<file path="src/rtl/pulpemu_pkg.sv">
// Shared types and helpers for the PULP emulator reset sequencer.
package pulpemu_pkg;

  typedef enum logic [1:0] {
    StWaitLock = 2'd0,
    StFilter   = 2'd1,
    StStretch  = 2'd2,
    StRun      = 2'd3
  } state_e;

  localparam logic [7:0] RstCountMax = 8'hFF;

  function automatic int unsigned max_u(input int unsigned a, input int unsigned b);
    return (a > b) ? a : b;
  endfunction

endpackage

</file>
<file path="src/rtl/pulpemu_sync.sv">
// Two-flop synchronizer for a single asynchronous level; resets to 0.
module pulpemu_sync (
  input  logic clk_i,
  input  logic rstn_i,
  input  logic d_i,
  output logic q_o
);

  logic meta_q, sync_q;

  always_ff @(posedge clk_i or negedge rstn_i) begin
    if (!rstn_i) begin
      meta_q <= 1'b0;
      sync_q <= 1'b0;
    end else begin
      meta_q <= d_i;
      sync_q <= meta_q;
    end
  end

  assign q_o = sync_q;

endmodule

</file>
<file path="src/rtl/pulpemu_reset_seq.sv">
// PULP chip reset sequencer: qualifies clock lock, stretches reset, latches boot mode,
// and re-enters the stretch on a software reset request.
module pulpemu_reset_seq
  import pulpemu_pkg::*;
#(
  parameter int unsigned LOCK_FILTER    = 16,
  parameter int unsigned STRETCH_CYCLES = 1024
) (
  input  logic       clk_i,
  input  logic       rstn_i,
  input  logic       clk_locked_i,
  input  logic       sw_rst_req_i,
  input  logic       bootsel_i,
  output logic       pulp_rstn_o,
  output logic       bootsel_o,
  output logic [1:0] state_o,
  output logic [7:0] rst_count_o
);

  localparam int unsigned CntW = $clog2(max_u(LOCK_FILTER, STRETCH_CYCLES)) + 1;

  logic            lock_s;
  state_e          state_q, state_d;
  logic [CntW-1:0] cnt_q, cnt_d;
  logic            sw_prev_q, sw_rise;
  logic            pulp_rstn_q;
  logic            bootsel_q, bootsel_d;
  logic [7:0]      rst_count_q, rst_count_d;

  pulpemu_sync u_lock_sync (
    .clk_i  (clk_i),
    .rstn_i (rstn_i),
    .d_i    (clk_locked_i),
    .q_o    (lock_s)
  );

  assign sw_rise = sw_rst_req_i & ~sw_prev_q;

  always_comb begin
    state_d   = state_q;
    cnt_d     = cnt_q;
    bootsel_d = bootsel_q;
    case (state_q)
      StWaitLock: begin
        if (lock_s) begin
          state_d = StFilter;
          cnt_d   = '0;
        end
      end
      StFilter: begin
        if (!lock_s) begin
          state_d = StWaitLock;
          cnt_d   = '0;
        end else if (cnt_q == CntW'(LOCK_FILTER - 1)) begin
          state_d = StStretch;
          cnt_d   = '0;
        end else begin
          cnt_d = cnt_q + CntW'(1);
        end
      end
      StStretch: begin
        if (!lock_s) begin
          state_d = StWaitLock;
          cnt_d   = '0;
        end else if (cnt_q == CntW'(STRETCH_CYCLES - 1)) begin
          state_d   = StRun;
          cnt_d     = '0;
          bootsel_d = bootsel_i;
        end else begin
          cnt_d = cnt_q + CntW'(1);
        end
      end
      StRun: begin
        // Lock loss wins over a simultaneous software request.
        if (!lock_s) begin
          state_d = StWaitLock;
          cnt_d   = '0;
        end else if (sw_rise) begin
          state_d = StStretch;
          cnt_d   = '0;
        end
      end
      default: begin
        state_d = StWaitLock;
        cnt_d   = '0;
      end
    endcase
  end

  always_comb begin
    rst_count_d = rst_count_q;
    if (state_q == StRun && state_d != StRun && rst_count_q != RstCountMax) begin
      rst_count_d = rst_count_q + 8'd1;
    end
  end

  always_ff @(posedge clk_i or negedge rstn_i) begin
    if (!rstn_i) begin
      state_q     <= StWaitLock;
      cnt_q       <= '0;
      sw_prev_q   <= 1'b0;
      pulp_rstn_q <= 1'b0;
      bootsel_q   <= 1'b0;
      rst_count_q <= '0;
    end else begin
      state_q     <= state_d;
      cnt_q       <= cnt_d;
      sw_prev_q   <= sw_rst_req_i;
      // Registered from next state so the pad reset is glitch-free and tracks state RUN.
      pulp_rstn_q <= (state_d == StRun);
      bootsel_q   <= bootsel_d;
      rst_count_q <= rst_count_d;
    end
  end

  assign pulp_rstn_o = pulp_rstn_q;
  assign bootsel_o   = bootsel_q;
  assign state_o     = state_q;
  assign rst_count_o = rst_count_q;

endmodule
</file>
<file path="config.mk">
export PLATFORM = sky130hd
export DESIGN_NAME = pulpemu_reset_seq
export DESIGN_NICKNAME = d
export VERILOG_FILES = /design/src/rtl/pulpemu_pkg.sv /design/src/rtl/pulpemu_sync.sv /design/src/rtl/pulpemu_reset_seq.sv
export SDC_FILE = /design/constraint.sdc
export NUM_CORES = 1
export LEC_CHECK = 0
export BUFFER_PORTS_ARGS = -buffer_cell sky130_fd_sc_hd__buf_2
export CAP_MARGIN = 15
export CORE_MARGIN = 4
export CORE_UTILIZATION = 34
export DETAILED_ROUTE_END_ITERATION = 10
export GPL_ROUTABILITY_DRIVEN = 0
export SYNTH_ARGS = -nofsm -noshare
export SYNTH_HDL_FRONTEND = slang
export SYNTH_SLANG_ARGS = --single-unit
export TNS_END_PERCENT = 10
</file>
<file path="constraint.sdc">
create_clock -name clk_i -period 4.8 [get_ports clk_i]
set_input_delay 0.72 -clock clk_i [delete_from_list [all_inputs] [get_ports clk_i]]
set_output_delay 0.72 -clock clk_i [all_outputs]
set_load 0.01 [all_outputs]
</file>
[Word level (Yosys, flattened, before mapping)]
Index checks and enable logic that the tools add are counted.
Word-level totals
  logic and storage cells: 43
  bits in registers: 26
  output and inout bits: 12
  input bits: 5
Operators by class
  eq/ne operators: 10
  add/subtract/negate cells: 2
  reductions and logical operators: 5
  multiplexer cells: 16
  bitwise operators: 2
Operators with widths (number)
  11-bit two-way mux: 7
  11-bit one-hot mux with 4 select lines: 1
  2-bit two-way mux: 7
  11-bit by 1-bit adder with 11-bit output (second input constant): 1
  11-bit by 10-bit equality test with 1-bit output (second input constant): 1
  11-bit by 4-bit equality test with 1-bit output (second input constant): 1
  8-bit by 1-bit adder with 8-bit output (second input constant): 1
  8-bit inequality test (second input constant): 1
  2-bit one-hot mux with 4 select lines: 1
  2-bit equality test (second input constant): 3
  3-bit inequality test (second input constant): 1
  3-bit AND reduction: 1
  2-bit by 1-bit equality test with 1-bit output (second input constant): 1
  1-bit logical AND: 2
  2-bit logical NOT: 1
  2-bit by 1-bit inequality test with 1-bit output (second input constant): 1
  2-bit inequality test (second input constant): 1
  2-bit AND reduction: 1
  1-bit bitwise AND: 1
  1-bit inverter: 1

[Logic depth before layout (Yosys ltp)]
  word-level depth: 8
  mapped depth: 8
  gate-level depth less buffers: 8

[Modules after synthesis]
Synthesis repeated with hierarchy kept, for this count alone.
Second synthesis, totals
  cells, all modules: 142
  area, all modules: 1440.1 um^2
By module, submodules not included
  pulpemu_reset_seq: area an instance 1390.1 um^2, cells each 140, times used 1, sequential area each 600.6 um^2
  pulpemu_sync: area an instance 50.0 um^2, cells each 2, times used 1, sequential area each 50.0 um^2

[Worst setup path before layout]
No wires, ideal clock.
  path type: reg2reg
  from: register state_q[0] (netlist: state_o[0])
  to: register rst_count_q[4] (netlist: rst_count_o[4])
  arrival: 2.430 ns
  data required time: 4.675 ns
  period minus slack after synthesis: 2.555 ns
  buffers on the path: 0
  slack: 2.245 ns
  library setup time: 0.125 ns
  cell stages (with the launch flop): 9
  cell sequence: dfrtp_1 -> inv_1 -> ha_1 -> nand4b_1 -> or4_1 -> a221o_1 -> o21ai_4 -> nor2_1 -> mux2_4
Between the ends
  word-level cells in the longest chain between the ends: 6
  elaborated cells between the ends (all ways): 15
  those cells by class: eq/ne: 4; mux: 8; reduce/logical: 3
RTL lines
  from (decl): RTL line pulpemu_reset_seq.sv:23  | state_e state_q, state_d;
  from (signal assigned): RTL line pulpemu_reset_seq.sv:99  | state_q <= StWaitLock;
  from (signal assigned): RTL line pulpemu_reset_seq.sv:106  | state_q <= state_d;
  2-bit two-way mux (on tied branches): RTL line pulpemu_reset_seq.sv:78, pulpemu_reset_seq.sv:65, pulpemu_reset_seq.sv:54
  2-bit two-way mux (on tied branches): RTL line pulpemu_reset_seq.sv:75, pulpemu_reset_seq.sv:62, pulpemu_reset_seq.sv:51
  2-bit one-hot mux with 4 select lines: RTL line pulpemu_reset_seq.sv:43  | case (state_q)
  2-bit inequality test: RTL line pulpemu_reset_seq.sv:92  | if (state_q == StRun && state_d != StRun && rst_count_q != RstCountMax) begin
  1-bit logical AND (*) (2 in a row): RTL line pulpemu_reset_seq.sv:92
  to (signal assigned): RTL line pulpemu_reset_seq.sv:112  | rst_count_q <= rst_count_d;
  to (decl): RTL line pulpemu_reset_seq.sv:28  | logic [7:0] rst_count_q, rst_count_d;
Mark *: on every way between the ends. The rest lies on a longest branch, timed or not.
A chain may end at the register's enable or synchronous reset.

[Final worst setup path]
  from: register state_q[0] (netlist: state_o[0])
  to: register rst_count_q[1] (netlist: rst_count_o[1])
The elaborated chain is that of the path after synthesis.

==> flow_metrics.env <==
export IMPL_status="finished clean"
export IMPL_grt_pass1_vias=1040
export IMPL_p_per_area_nw_per_um2=419
export IMPL_async_flop_share_pct=100
export IMPL_crit_path_cell_trace="inv_1 -> ha_1 -> nand4b_1 -> or4_1 -> a221o_1 -> o21ai_4 -> nor2b_2 -> mux2_4"
export IMPL_cp_slowest_stage_delay_ns=0.58
export IMPL_cts_setup_buffers=0
export IMPL_cp_depth=8
export IMPL_required_ns=4.96
export IMPL_insertion_delay_ns=0.27
export IMPL_syn_area_sq_um=1430
export IMPL_setup_viol=0
export IMPL_overflow=0
export IMPL_cts_resized=0
export IMPL_syn_instance_count=147
export IMPL_fin_crit_sh_pct=56.2
export IMPL_start_kind="register"
export IMPL_p_leak_nw=0.773
export IMPL_io_buffer_count=16
export IMPL_vdd_drop_max_mv=0.149
export IMPL_critPathBufInv=1
export IMPL_synth_top_area_cell="dfrtp_1"
export IMPL_grt_use_total_pct=11.2
export IMPL_hp_class="register to register"
export IMPL_chipHeight_um=72.9
export IMPL_p_total_mw=0.687
export IMPL_grt_max_degree=27
export IMPL_area_delta_synth_final_pct=14.6
export IMPL_antenna_cells=0
export IMPL_path_class="register to register"
export IMPL_initial_core_util_pct=35.5
export IMPL_ioPinCount=17
export IMPL_rows=23
export IMPL_hold_depth=0
export IMPL_drc_errors=0
export IMPL_final_nets=179
export IMPL_path_clk_slew_ns=0.09
export IMPL_drive_above_1_share_pct=18.1
export IMPL_slew_violations=0
export IMPL_timing_final_crit_period_ns=2.70
export IMPL_cts_max_level=1
export IMPL_via_per_inst=5.32
export IMPL_fillers=425
export IMPL_grt_first_pass_wirelength_um=4720
export IMPL_yosysMostFrequentCell="dfrtp_1"
export IMPL_finClkSkew_ns=0.00171
export IMPL_antenna_found_initial=0
export IMPL_yosysSeqAreaShare_pct=45.5
export IMPL_drtIter0Drc=49
export IMPL_dieArea_sq_um=5310
export IMPL_crit_arrival_ns=2.86
export IMPL_wl_um=2850
export IMPL_cp_top_family="simple AND/OR/NAND/NOR gates"
export IMPL_timing_setup_tns_ns=0
export IMPL_cts_buffer_depth=2
export IMPL_avgSynthCellArea_sq_um=9.74
export IMPL_synth_distinct_cells=39
export IMPL_r2r_worst_path_cells=8
export IMPL_ys_top_cells_by_count="dfrtp_1 (26), nand2_1 (16), nor2_1 (12), o21ai_0 (12)"
export IMPL_vias=1149
export IMPL_hpwl_um=2100
export IMPL_maxCapViolCount=0
export IMPL_slowest_stage="or4_1"
export IMPL_synth_area_leaders="dfrtp_1 (45%), ha_1 (6.1%), o21ai_0 (4.2%)"
export IMPL_worst_pin_slew_ns=0.762
export IMPL_cts_root_buffer="clkbuf_8"
export IMPL_max_slew_margin_pct=48.8
export IMPL_ys_ff_latch=26
export IMPL_cts_buffers=3
export IMPL_first_pass_iters=4
export IMPL_synth_edf_count=0
export IMPL_synthDominantCellAreaShare_pct=45.5
export IMPL_end_kind="register"
export IMPL_ys_warn_count=0
export IMPL_core_area_sq_um=4030
export IMPL_hold_viol_final=0
export IMPL_clock_fmax_mhz=371
export IMPL_grt_setup_unrepaired="false"
export IMPL_cts_tree="built"
export IMPL_die_w_um=72.9
export IMPL_ant_nets=0
export IMPL_hold_buffers=0
export IMPL_synth_flop_cell="dfrtp_1"
export IMPL_cts_sinks=26
export IMPL_syn_num_nets=159
export IMPL_crit_fanout=7
export IMPL_wl_per_cell_um=13.2
placed cells by master, fill, tap and decap left out, types with 6 or more instances in the layout:
cell | netlist | final
nand3_1 | 8 | 8
ha_1 | 7 | 7
inv_1 | 8 | 8
nand2_1 | 16 | 16
nor3_1 | 8 | 8
nor2_1 | 12 | 12
dfrtp_1 | 26 | 26
buf_2 | 0 | 16
o21ai_0 | 12 | 12
xor2_1 | 6 | 6
sequential cells by signal, summed over array words and instances, names as in the netlist:
register / count
u_lock_sync.q_o: 1
rst_count_o: 8
state_o: 2
bootsel_o: 1
pulp_rstn_o: 1
sw_prev_q: 1
u_lock_sync.meta_q: 1
cnt_q: 11
through the flow:
step                      std cells  setup WS (ns)  hold WS [ns]  instance area [sq um]  utilization [%]
after global routing            216           1.95         0.381                   1640             40.7
after detailed placement        212           2.12         0.336                   1570             38.9
final                           216           2.10         0.357                   1640             40.7
after global placement          212           2.18         0.336                   1570             38.9
after CTS                       216           2.09         0.358                   1640             40.7
after floorplan                 147           2.24         0.331                   1430                -
where the power goes:
group	switching (mW)	total [mW]	internal [mW]
clock network	0.0703	0.182	0.112
logic	0.135	0.226	0.0913
registers	0.0333	0.280	0.246
total	0.238	0.687	0.449
layout make-up:
cell class | count | area [sq um] | share of cell area, %
Multi-Input combinational cell | 112 | 746 | 45.5
Sequential cell | 26 | 651 | 39.7
Timing Repair Buffer | 16 | 80.1 | 4.88
Tap cell | 50 | 62.6 | 3.81
Clock buffer | 3 | 41.3 | 2.52
Clock inverter | 1 | 30.0 | 1.83
Inverter | 8 | 30.0 | 1.83
logic make-up (layout without fill, tap and decap cells):
family / Yosys count / after routing / share of synthesized area, %
muxes: 6 / 6 / 5.16
buffers and inverters: 9 / 28 / 2.45
DFF: 26 / 26 / 45.5
AOI/OAI and AO/OA: 30 / 30 / 14.9
adders and majority gates: 7 / 7 / 6.12
and+or+nand+nor: 63 / 63 / 22.3
xor gates and xnor gates: 6 / 6 / 3.67
layer usage:
metal / GRT usage [%] / vias to the layer above / wire [um]
met5: 0 / - / 0
met4: 3.69 / 0 / 34
met3: 2.89 / 4 / 79
met2: 17.7 / 17 / 1370
met1: 14.8 / 558 / 1360
li1: - / 570 / -
final timing paths:
| check | end | start | slack, ns |
|---|---|---|---|
| max | rst_count_o[1] | state_o[0] | 2.10 |
| min | u_lock_sync.q_o | u_lock_sync.meta_q | 0.36 |
| max reg2reg | rst_count_o[1] | state_o[0] | 2.10 |
| min reg2reg | u_lock_sync.q_o | u_lock_sync.meta_q | 0.36 |
| max in group asynchronous | rst_count_o[6] | rstn_i | 3.99 |
| min in group asynchronous | cnt_q[7] | rstn_i | 0.44 |
Note: power is estimated with default switching activity, not from simulation.
